File: src/rtl/nasti_read_arbiter.sv
// N_PORT-to-1 round-robin arbiter for the NASTI AR/R read path, one burst in flight.
// Define NASTI_RD_ARB_PORT_ID_EN to tag m_ar_id with the port index and route R by id.
module nasti_read_arbiter #(
  parameter int N_PORT     = 2,
  parameter int ID_WIDTH   = 1,
  parameter int ADDR_WIDTH = 8,
  parameter int DATA_WIDTH = 8,
  parameter int USER_WIDTH = 1,
  localparam int IDX_W     = (N_PORT > 1) ? $clog2(N_PORT) : 1,
`ifdef NASTI_RD_ARB_PORT_ID_EN
  localparam int MID_W     = ID_WIDTH + IDX_W
`else
  localparam int MID_W     = ID_WIDTH
`endif
) (
  input  logic                         clk,
  input  logic                         rst,
  input  logic [N_PORT*ID_WIDTH-1:0]   s_ar_id,
  input  logic [N_PORT*ADDR_WIDTH-1:0] s_ar_addr,
  input  logic [N_PORT*8-1:0]          s_ar_len,
  input  logic [N_PORT*3-1:0]          s_ar_size,
  input  logic [N_PORT*2-1:0]          s_ar_burst,
  input  logic [N_PORT*USER_WIDTH-1:0] s_ar_user,
  input  logic [N_PORT-1:0]            s_ar_valid,
  output logic [N_PORT-1:0]            s_ar_ready,
  output logic [N_PORT*ID_WIDTH-1:0]   s_r_id,
  output logic [N_PORT*DATA_WIDTH-1:0] s_r_data,
  output logic [N_PORT*2-1:0]          s_r_resp,
  output logic [N_PORT-1:0]            s_r_last,
  output logic [N_PORT*USER_WIDTH-1:0] s_r_user,
  output logic [N_PORT-1:0]            s_r_valid,
  input  logic [N_PORT-1:0]            s_r_ready,
  output logic [MID_W-1:0]             m_ar_id,
  output logic [ADDR_WIDTH-1:0]        m_ar_addr,
  output logic [7:0]                   m_ar_len,
  output logic [2:0]                   m_ar_size,
  output logic [1:0]                   m_ar_burst,
  output logic [USER_WIDTH-1:0]        m_ar_user,
  output logic                         m_ar_valid,
  input  logic                         m_ar_ready,
  input  logic [MID_W-1:0]             m_r_id,
  input  logic [DATA_WIDTH-1:0]        m_r_data,
  input  logic [1:0]                   m_r_resp,
  input  logic                         m_r_last,
  input  logic [USER_WIDTH-1:0]        m_r_user,
  input  logic                         m_r_valid,
  output logic                         m_r_ready
);

  typedef enum logic [1:0] {IDLE, ADDR, DATA} state_t;

  state_t           state_reg, state_next;
  logic [IDX_W-1:0] grant_reg, grant_next;
  logic [IDX_W-1:0] last_grant_reg, last_grant_next;
  logic [IDX_W-1:0] rr_cand [N_PORT];
  logic [IDX_W-1:0] rr_pick;
  logic [IDX_W-1:0] route_idx;
  logic             any_req;

  logic [ID_WIDTH-1:0]   ar_id   [N_PORT];
  logic [ADDR_WIDTH-1:0] ar_addr [N_PORT];
  logic [7:0]            ar_len  [N_PORT];
  logic [2:0]            ar_size [N_PORT];
  logic [1:0]            ar_burst[N_PORT];
  logic [USER_WIDTH-1:0] ar_user [N_PORT];
  logic [N_PORT-1:0]     r_hit, ready_hit;

  for (genvar gi = 0; gi < N_PORT; gi++) begin : g_port
    assign ar_id[gi]    = s_ar_id[gi*ID_WIDTH +: ID_WIDTH];
    assign ar_addr[gi]  = s_ar_addr[gi*ADDR_WIDTH +: ADDR_WIDTH];
    assign ar_len[gi]   = s_ar_len[gi*8 +: 8];
    assign ar_size[gi]  = s_ar_size[gi*3 +: 3];
    assign ar_burst[gi] = s_ar_burst[gi*2 +: 2];
    assign ar_user[gi]  = s_ar_user[gi*USER_WIDTH +: USER_WIDTH];

    // rr_cand[gi] is the port examined at priority position gi after last_grant
    assign rr_cand[gi] = IDX_W'((32'(last_grant_reg) + gi + 1) % N_PORT);

    assign s_ar_ready[gi] = (state_reg == ADDR) && (grant_reg == IDX_W'(gi)) && m_ar_ready;
    assign r_hit[gi]      = (state_reg == DATA) && (route_idx == IDX_W'(gi));
    assign s_r_valid[gi]  = r_hit[gi] && m_r_valid;
    assign ready_hit[gi]  = r_hit[gi] && s_r_ready[gi];

    assign s_r_id[gi*ID_WIDTH +: ID_WIDTH]       = m_r_id[ID_WIDTH-1:0];
    assign s_r_data[gi*DATA_WIDTH +: DATA_WIDTH] = m_r_data;
    assign s_r_resp[gi*2 +: 2]                   = m_r_resp;
    assign s_r_last[gi]                          = m_r_last;
    assign s_r_user[gi*USER_WIDTH +: USER_WIDTH] = m_r_user;
  end

`ifdef NASTI_RD_ARB_PORT_ID_EN
  assign m_ar_id   = {grant_reg, ar_id[grant_reg]};
  assign route_idx = m_r_id[MID_W-1 -: IDX_W];
`else
  assign m_ar_id   = ar_id[grant_reg];
  assign route_idx = grant_reg;
`endif

  assign m_ar_addr  = ar_addr[grant_reg];
  assign m_ar_len   = ar_len[grant_reg];
  assign m_ar_size  = ar_size[grant_reg];
  assign m_ar_burst = ar_burst[grant_reg];
  assign m_ar_user  = ar_user[grant_reg];
  assign m_ar_valid = (state_reg == ADDR);
  assign m_r_ready  = |ready_hit;
  assign any_req    = |s_ar_valid;

  // Scan from the lowest priority position down so the highest-priority requester wins.
  always_comb begin
    rr_pick = '0;
    for (int k = N_PORT - 1; k >= 0; k--) begin
      if (s_ar_valid[rr_cand[k]]) rr_pick = rr_cand[k];
    end
  end

  always_comb begin
    state_next      = state_reg;
    grant_next      = grant_reg;
    last_grant_next = last_grant_reg;
    case (state_reg)
      IDLE: if (any_req) begin
        grant_next = rr_pick;
        state_next = ADDR;
      end
      ADDR: if (m_ar_ready) state_next = DATA;
      DATA: if (m_r_valid && m_r_ready && m_r_last) begin
        last_grant_next = grant_reg;
        state_next      = IDLE;
      end
      default: state_next = IDLE;
    endcase
  end

  always_ff @(posedge clk or posedge rst) begin
    if (rst) begin
      state_reg      <= IDLE;
      grant_reg      <= '0;
      last_grant_reg <= IDX_W'(N_PORT - 1);
    end else begin
      state_reg      <= state_next;
      grant_reg      <= grant_next;
      last_grant_reg <= last_grant_next;
    end
  end

  a_ar_held: assert property (@(posedge clk) disable iff (rst)
    (state_reg == ADDR) |-> s_ar_valid[grant_reg]);
  a_r_in_data: assert property (@(posedge clk) disable iff (rst)
    m_r_valid |-> (state_reg == DATA));
`ifdef NASTI_RD_ARB_PORT_ID_EN
  a_r_id_port: assert property (@(posedge clk) disable iff (rst)
    ((state_reg == DATA) && m_r_valid) |-> (m_r_id[MID_W-1 -: IDX_W] == grant_reg));
`endif

endmodule

File: config.mk
export PLATFORM = sky130hd
export DESIGN_NAME = nasti_read_arbiter
export DESIGN_NICKNAME = d
export VERILOG_FILES = /design/src/rtl/nasti_read_arbiter.sv
export SDC_FILE = /design/constraint.sdc
export NUM_CORES = 1
export LEC_CHECK = 0
export BUFFER_PORTS_ARGS = -buffer_cell sky130_fd_sc_hd__buf_2
export CAP_MARGIN = 20
export CORE_AREA = 3 3 54 56
export CTS_CLUSTER_DIAMETER = 100
export DETAILED_ROUTE_END_ITERATION = 12
export DIE_AREA = 0 0 57 59
export GPL_ROUTABILITY_DRIVEN = 0
export PLACE_DENSITY = 0.93
export SETUP_SLACK_MARGIN = 0.15
export SLEW_MARGIN = 20
export SYNTH_ARGS = -nofsm -noshare
export SYNTH_HDL_FRONTEND = slang
export SYNTH_SLANG_ARGS = --single-unit
File: constraint.sdc
create_clock -name clk -period 2 [get_ports clk]
set_input_delay 0.4 -clock clk [delete_from_list [all_inputs] [get_ports clk]]
set_output_delay 0.4 -clock clk [all_outputs]
set_load 0.005 [all_outputs]
==> results.toml, run 1 <==
[global_route]
grt_overflow_total = 0
grt_pass1_vias = 835
grt_pass1_wl_mm = 3.53
grt_usage_pct = 13.3
grt_antenna_before_repair = 0
grt_max_degree = 17

[detailed_routing]
route.detailed.wl_per_inst_um = 13.5
drtIter0Drc = 11
via_per_inst = 4.48
drc = 0
drt-total-wl_mm = 2.29
postRouteAntennaNets = 0
vias = 757
dr.pass1.iters = 2

[pwr]
p_per_area_mw_per_mm2 = 978
peakVddDrop_uv = 434
p_sw_uw = 362
p_sw_share_pct = 37.4
clkPwrFrac_pct = 11.7
pwr-share-seq_pct = 16.8
p_int_uw = 605
p_leak_nw = 0.560
finalPower_uw = 967
comb_power_share_pct = 71.5

[worst_setup_path]
cp_slowest_stage_delay_ns = 0.36
path_cells = "buf_4 > mux2_2 > buf_2"
reg2reg_depth = 4
reg2reg_to = "last_grant_reg$_DFFE_PP1P_"
slowest_stage = "mux2_2"
start_kind = "register"
rr_startpoint = "grant_reg$_DFFE_PP0P_"
worstPathMaxFanout = 16
r2r_slack_ns = 0.60
critPathCaptureType = "output pin"
critical_path_class = "register to output pin"
cp.required_ns = 1.60
cp.arrival_ns = 1.31

[sta]
hold_viol_final = 0
worst_clock_skew_ns = 0.00622
final.setup.tns_ns = 0
min_period_ns = 1.71
fmax_mhz = 586
min_period_over_period_pct = 85.3
setup_viol_count_final = 0
final_max_slew_viol_count = 0
rsz0062_at_grt = "no"
worst_pin_slew_ns = 0.229
relSlewSlack_pct = 84.3

[yosys]
synthCells = 77
synth_area_leaders = "mux2_2 (37%), buf_4 (30%), dfrtp_1 (11%)"
synthMuxAreaShare_pct = 40.1
avgSynthCellArea_um2 = 9.08
synth_compound_area_share_pct = 3.22
netlist_area_um2 = 699
synth_top_area_share_pct = 37.0
synth_xor_area_share_pct = 0
yosys.cell_types.count = 19
synth_simple_gate_area_share_pct = 10.9
yosysWarnings = 0
synth_area_leader_cell = "mux2_2"
ys_seq_elements = 4
syn_nets = 144
ys_seq_area_share_pct = 14.5
synth-adder-area-share_pct = 0
synth_top_family_by_area = "multiplexers"

[die]
row_count = 18
core_mm2 = 0.00248
fp.dieW_um = 57
dieArea_mm2 = 0.00336
top_level_ports = 122
die_h_um = 59
start_util_pct = 28.2

[final_layout]
final_core_util_pct = 39.9
stdcell_area_um2 = 988
synthToLayoutAreaGrowth_pct = 41.3
drive_above_1_share_pct = 82.0
fin_nets = 207
diodes = 0
largest_reg_flops = 2

[clock_tree]
numCtsBuffers = 3
ctsResizeCount = 0
worstSkewPairLatency_ns = 0.24
cts.clk_slew.worst_paths_ns = 0.04
clock-root-buffer = "clkbuf_4"
cts.sinks = 4
cts_tree = "done"
holdBufCountCts = 0
cts_max_level = 1
post_cts_buffers = 0
cts_buffer_depth = 2

[placed_design]
placed_area_um2 = 962
io_buffer_count = 85
dp_hpwl_mm = 2.00

[flow_run]
cap_violations = 0

[worst_hold_path]
hp-class = "input port to async pin"

[status]
status = "completed"
## cell usage after synthesis
cell type  number
buf_4          28
mux2_2         23
nand2_1         4
nor2_1          4
dfrtp_1         3
nor3_1          2
a211oi_1        1
a32o_1          1
and3_1          1
and4b_1         1
buf_2           1
dfstp_2         1
inv_1           1
mux2_1          1
mux2i_1         1
nand2b_1        1
nor2b_1         1
nor3b_1         1
o21ai_0         1
## kinds of logic (layout without fill, tap and decap cells)
logic type             count (synthesis)  count (layout)
AO/OA/AOI/OAI                          3               3
multiplexers                          25              25
AND/OR/NAND/NOR                       15              15
flip-flops                             4               4
buffers and inverters                 30              92
## power by group through the flow
stage	Sequential (mW)	Clock [mW]	Combinational, mW
global placement	0.162	0	0.685
finish	0.163	0.113	0.692
floorplan	0.157	0	0.477
detailed placement	0.165	0	0.702
global route	0.171	0.124	0.766
CTS	0.164	0.119	0.706
## worst max-delay path, delay by kind of cell (launching register included)
kind                   cells  cell delay [ns]
flip-flops                 1             0.34
buffers and inverters      2             0.35
multiplexers               1             0.36
## metal layers
| metal | GRT usage [%] | wire (um) | vias up |
|---|---|---|---|
| met5 | 0 | 0 | - |
| met4 | 3.97 | 19 | 0 |
| met3 | 4.79 | 294 | 2 |
| met2 | 26.6 | 1200 | 64 |
| met1 | 12.4 | 773 | 330 |
| li1 | - | - | 361 |
## layout by cell type (no fill, tap or decap)
cell / count
a211oi_1: 1
nor3b_1: 1
clkbuf_4: 3
and4b_1: 1
nor3_1: 2
nor2_1: 4
buf_4: 2
clkbuf_1: 1
o21ai_0: 1
mux2_2: 23
dfrtp_1: 3
mux2i_1: 1
nor2b_1: 1
dfstp_2: 1
nand2b_1: 1
nand2_1: 4
and3_1: 1
buf_2: 85
a32o_1: 1
mux2_1: 1
inv_1: 1
## worst max path at each step
stage,slack [ns],to,from
after floorplan,0.58,m_ar_addr[0],grant_reg$_DFFE_PP0P_
after global placement,0.55,m_ar_addr[1],grant_reg$_DFFE_PP0P_
after detailed placement,0.53,m_ar_addr[1],grant_reg$_DFFE_PP0P_
after CTS,0.27,m_ar_addr[1],grant_reg$_DFFE_PP0P_
after global routing,0.21,m_r_ready,grant_reg$_DFFE_PP0P_
final,0.29,m_ar_addr[1],grant_reg$_DFFE_PP0P_
## cell type report
type	count	area, um^2
Timing Repair Buffer	87	440
Fill cell	267	1490
Clock buffer	4	26.3
Multi-Input combinational cell	43	379
Sequential cell	4	101
Inverter	1	3.75
Tap cell	30	37.5
## through the flow
| stage | setup slack [ns] | std cells | hold WS, ns |
|---|---|---|---|
| after floorplan | 0.583 | 77 | 0.165 |
| final | 0.294 | 169 | 0.0352 |
| after detailed placement | 0.533 | 165 | 0.296 |
| after global routing | 0.211 | 169 | 0.0417 |
| after global placement | 0.549 | 165 | 0.283 |
| after CTS | 0.265 | 169 | 0.0339 |
(Power assumes the default switching activity.)
==> run 2: changes to the inputs <==
Settings changed: CORE_AREA 3 3 54 56 to 3 3 53 55, CTS_BUF_LIST set to sky130_fd_sc_hd__clkbuf_4, DIE_AREA 0 0 57 59 to 0 0 56 58, PLACE_DENSITY 0.93 to 0.95.
==> results.toml, run 2 (synthesis gave the netlist of run 1 again) <==
[detailed_routing]
drtIter0Drc = 17
via_per_inst = 4.38
postRouteAntennaNets = 0
route.detailed.wl_per_inst_um = 12.5
drc = 0
dr.pass1.iters = 4
vias = 741
drt-total-wl_mm = 2.11

[clock_tree]
holdBufCountCts = 0
cts_buffer_depth = 2
numCtsBuffers = 3
post_cts_buffers = 0
cts_max_level = 1
cts_tree = "done"
clock-root-buffer = "clkbuf_4"
worstSkewPairLatency_ns = 0.24
cts.sinks = 4
cts.clk_slew.worst_paths_ns = 0.04

[worst_setup_path]
worstPathMaxFanout = 21
critical_path_class = "register to output pin"
cp.required_ns = 1.60
cp.arrival_ns = 1.30
start_kind = "register"
critPathCaptureType = "output pin"

[die]
die_h_um = 58
core_mm2 = 0.00243
dieArea_mm2 = 0.00325
fp.dieW_um = 56
row_count = 18
top_level_ports = 122
start_util_pct = 28.8

[global_route]
grt_max_degree = 22
grt_antenna_before_repair = 0
grt_overflow_total = 0
grt_pass1_vias = 753
grt_pass1_wl_mm = 3.24
grt_usage_pct = 12.4

[pwr]
p_per_area_mw_per_mm2 = 987
p_sw_uw = 358
p_leak_nw = 0.564
clkPwrFrac_pct = 12.5
peakVddDrop_uv = 505
finalPower_uw = 983
comb_power_share_pct = 70.7
p_int_uw = 625
p_sw_share_pct = 36.4
pwr-share-seq_pct = 16.7

[sta]
hold_viol_final = 0
rsz0062_at_grt = "no"
final.setup.tns_ns = 0
setup_viol_count_final = 0
worst_pin_slew_ns = 0.248
min_period_over_period_pct = 85.1
final_max_slew_viol_count = 0
relSlewSlack_pct = 83.0
min_period_ns = 1.70
worst_clock_skew_ns = 0.00842
fmax_mhz = 588

[status]
status = "completed"

[final_layout]
fillers = 250
final_common_cell = "buf_2"
most-common-layout-cells = "buf_2 (85), mux2_2 (23), nand2_1 (4), nor2_1 (4), clkbuf_4 (4)"
synthToLayoutAreaGrowth_pct = 42.4
diodes = 0
largest_reg_flops = 2
fin_nets = 207
drive_above_1_share_pct = 82.7

[placed_design]
dp_hpwl_mm = 1.90
io_buffer_count = 85

[flow_run]
cap_violations = 0

[worst_hold_path]
hp-class = "input port to async pin"
## run 2: cell type report
class                      instances  area (um^2)  area share [%]
tap                               30         37.5            3.77
clock buffer                       4         30.0            3.02
timing repair buffer              87          444            44.6
multi-input combinational         43          379            38.1
inverter                           1         3.75           0.377
sequential                         4          101            10.2
## run 2: worst paths after layout
kind | slack [ns] | cells past startpoint | endpoint | from
setup / recovery | 0.30 | 4 | m_r_ready | grant_reg$_DFFE_PP0P_
hold / removal | 0.03 | 2 | state_reg[1]$_DFFE_PP0P_ | rst
setup reg to reg | 0.60 | 4 | last_grant_reg$_DFFE_PP1P_ | grant_reg$_DFFE_PP0P_
hold reg to reg | 0.51 | 1 | state_reg[0]$_DFFE_PP0P_ | state_reg[1]$_DFFE_PP0P_
max in group asynchronous | 1.73 | 2 | last_grant_reg$_DFFE_PP1P_ | rst
min in group clk | 0.37 | 2 | state_reg[0]$_DFFE_PP0P_ | m_ar_ready
## run 2: metal layers
| metal | track usage [%] | share of wire (%) |
|---|---|---|
| met1 | 11.5 | 33 |
| met2 | 23.5 | 53 |
| met3 | 6.24 | 14 |
| met4 | 4.41 | 0 |
| met5 | 0 | 0 |
## run 2: critical path, cell delays in order, from the launching register on
cell,delay (ns)
dfrtp_1,0.35
buf_6,0.21
mux2i_1,0.30
nor2_1,0.07
buf_2,0.13
## run 2: power by group through the flow
| stage | Sequential, mW | Combinational (mW) | Clock (mW) |
|---|---|---|---|
| after detailed placement | 0.164 | 0.694 | 0 |
| after CTS | 0.163 | 0.701 | 0.130 |
| after global routing | 0.172 | 0.767 | 0.137 |
| after global placement | 0.162 | 0.681 | 0 |
| final | 0.165 | 0.696 | 0.123 |
| after floorplan | 0.157 | 0.477 | 0 |
## run 2: metrics by stage
stage	instance area, um^2	instances	hold WS [ns]	setup WS, ns	utilization [%]
finish	996	169	0.0349	0.298	40.9
global route	996	169	0.0290	0.206	40.9
CTS	992	169	0.0278	0.236	40.8
detailed placement	962	165	0.291	0.490	39.6
global placement	962	165	0.286	0.510	39.6
floorplan	699	77	0.165	0.583	-
## run 2: what timing repair did
| item | CTS | global route |
|---|---|---|
| endpoints found under the setup margin | 0 | 1 |
| hold endpoints to repair | 0 | 0 |
| resized for setup | 0 | 1 |
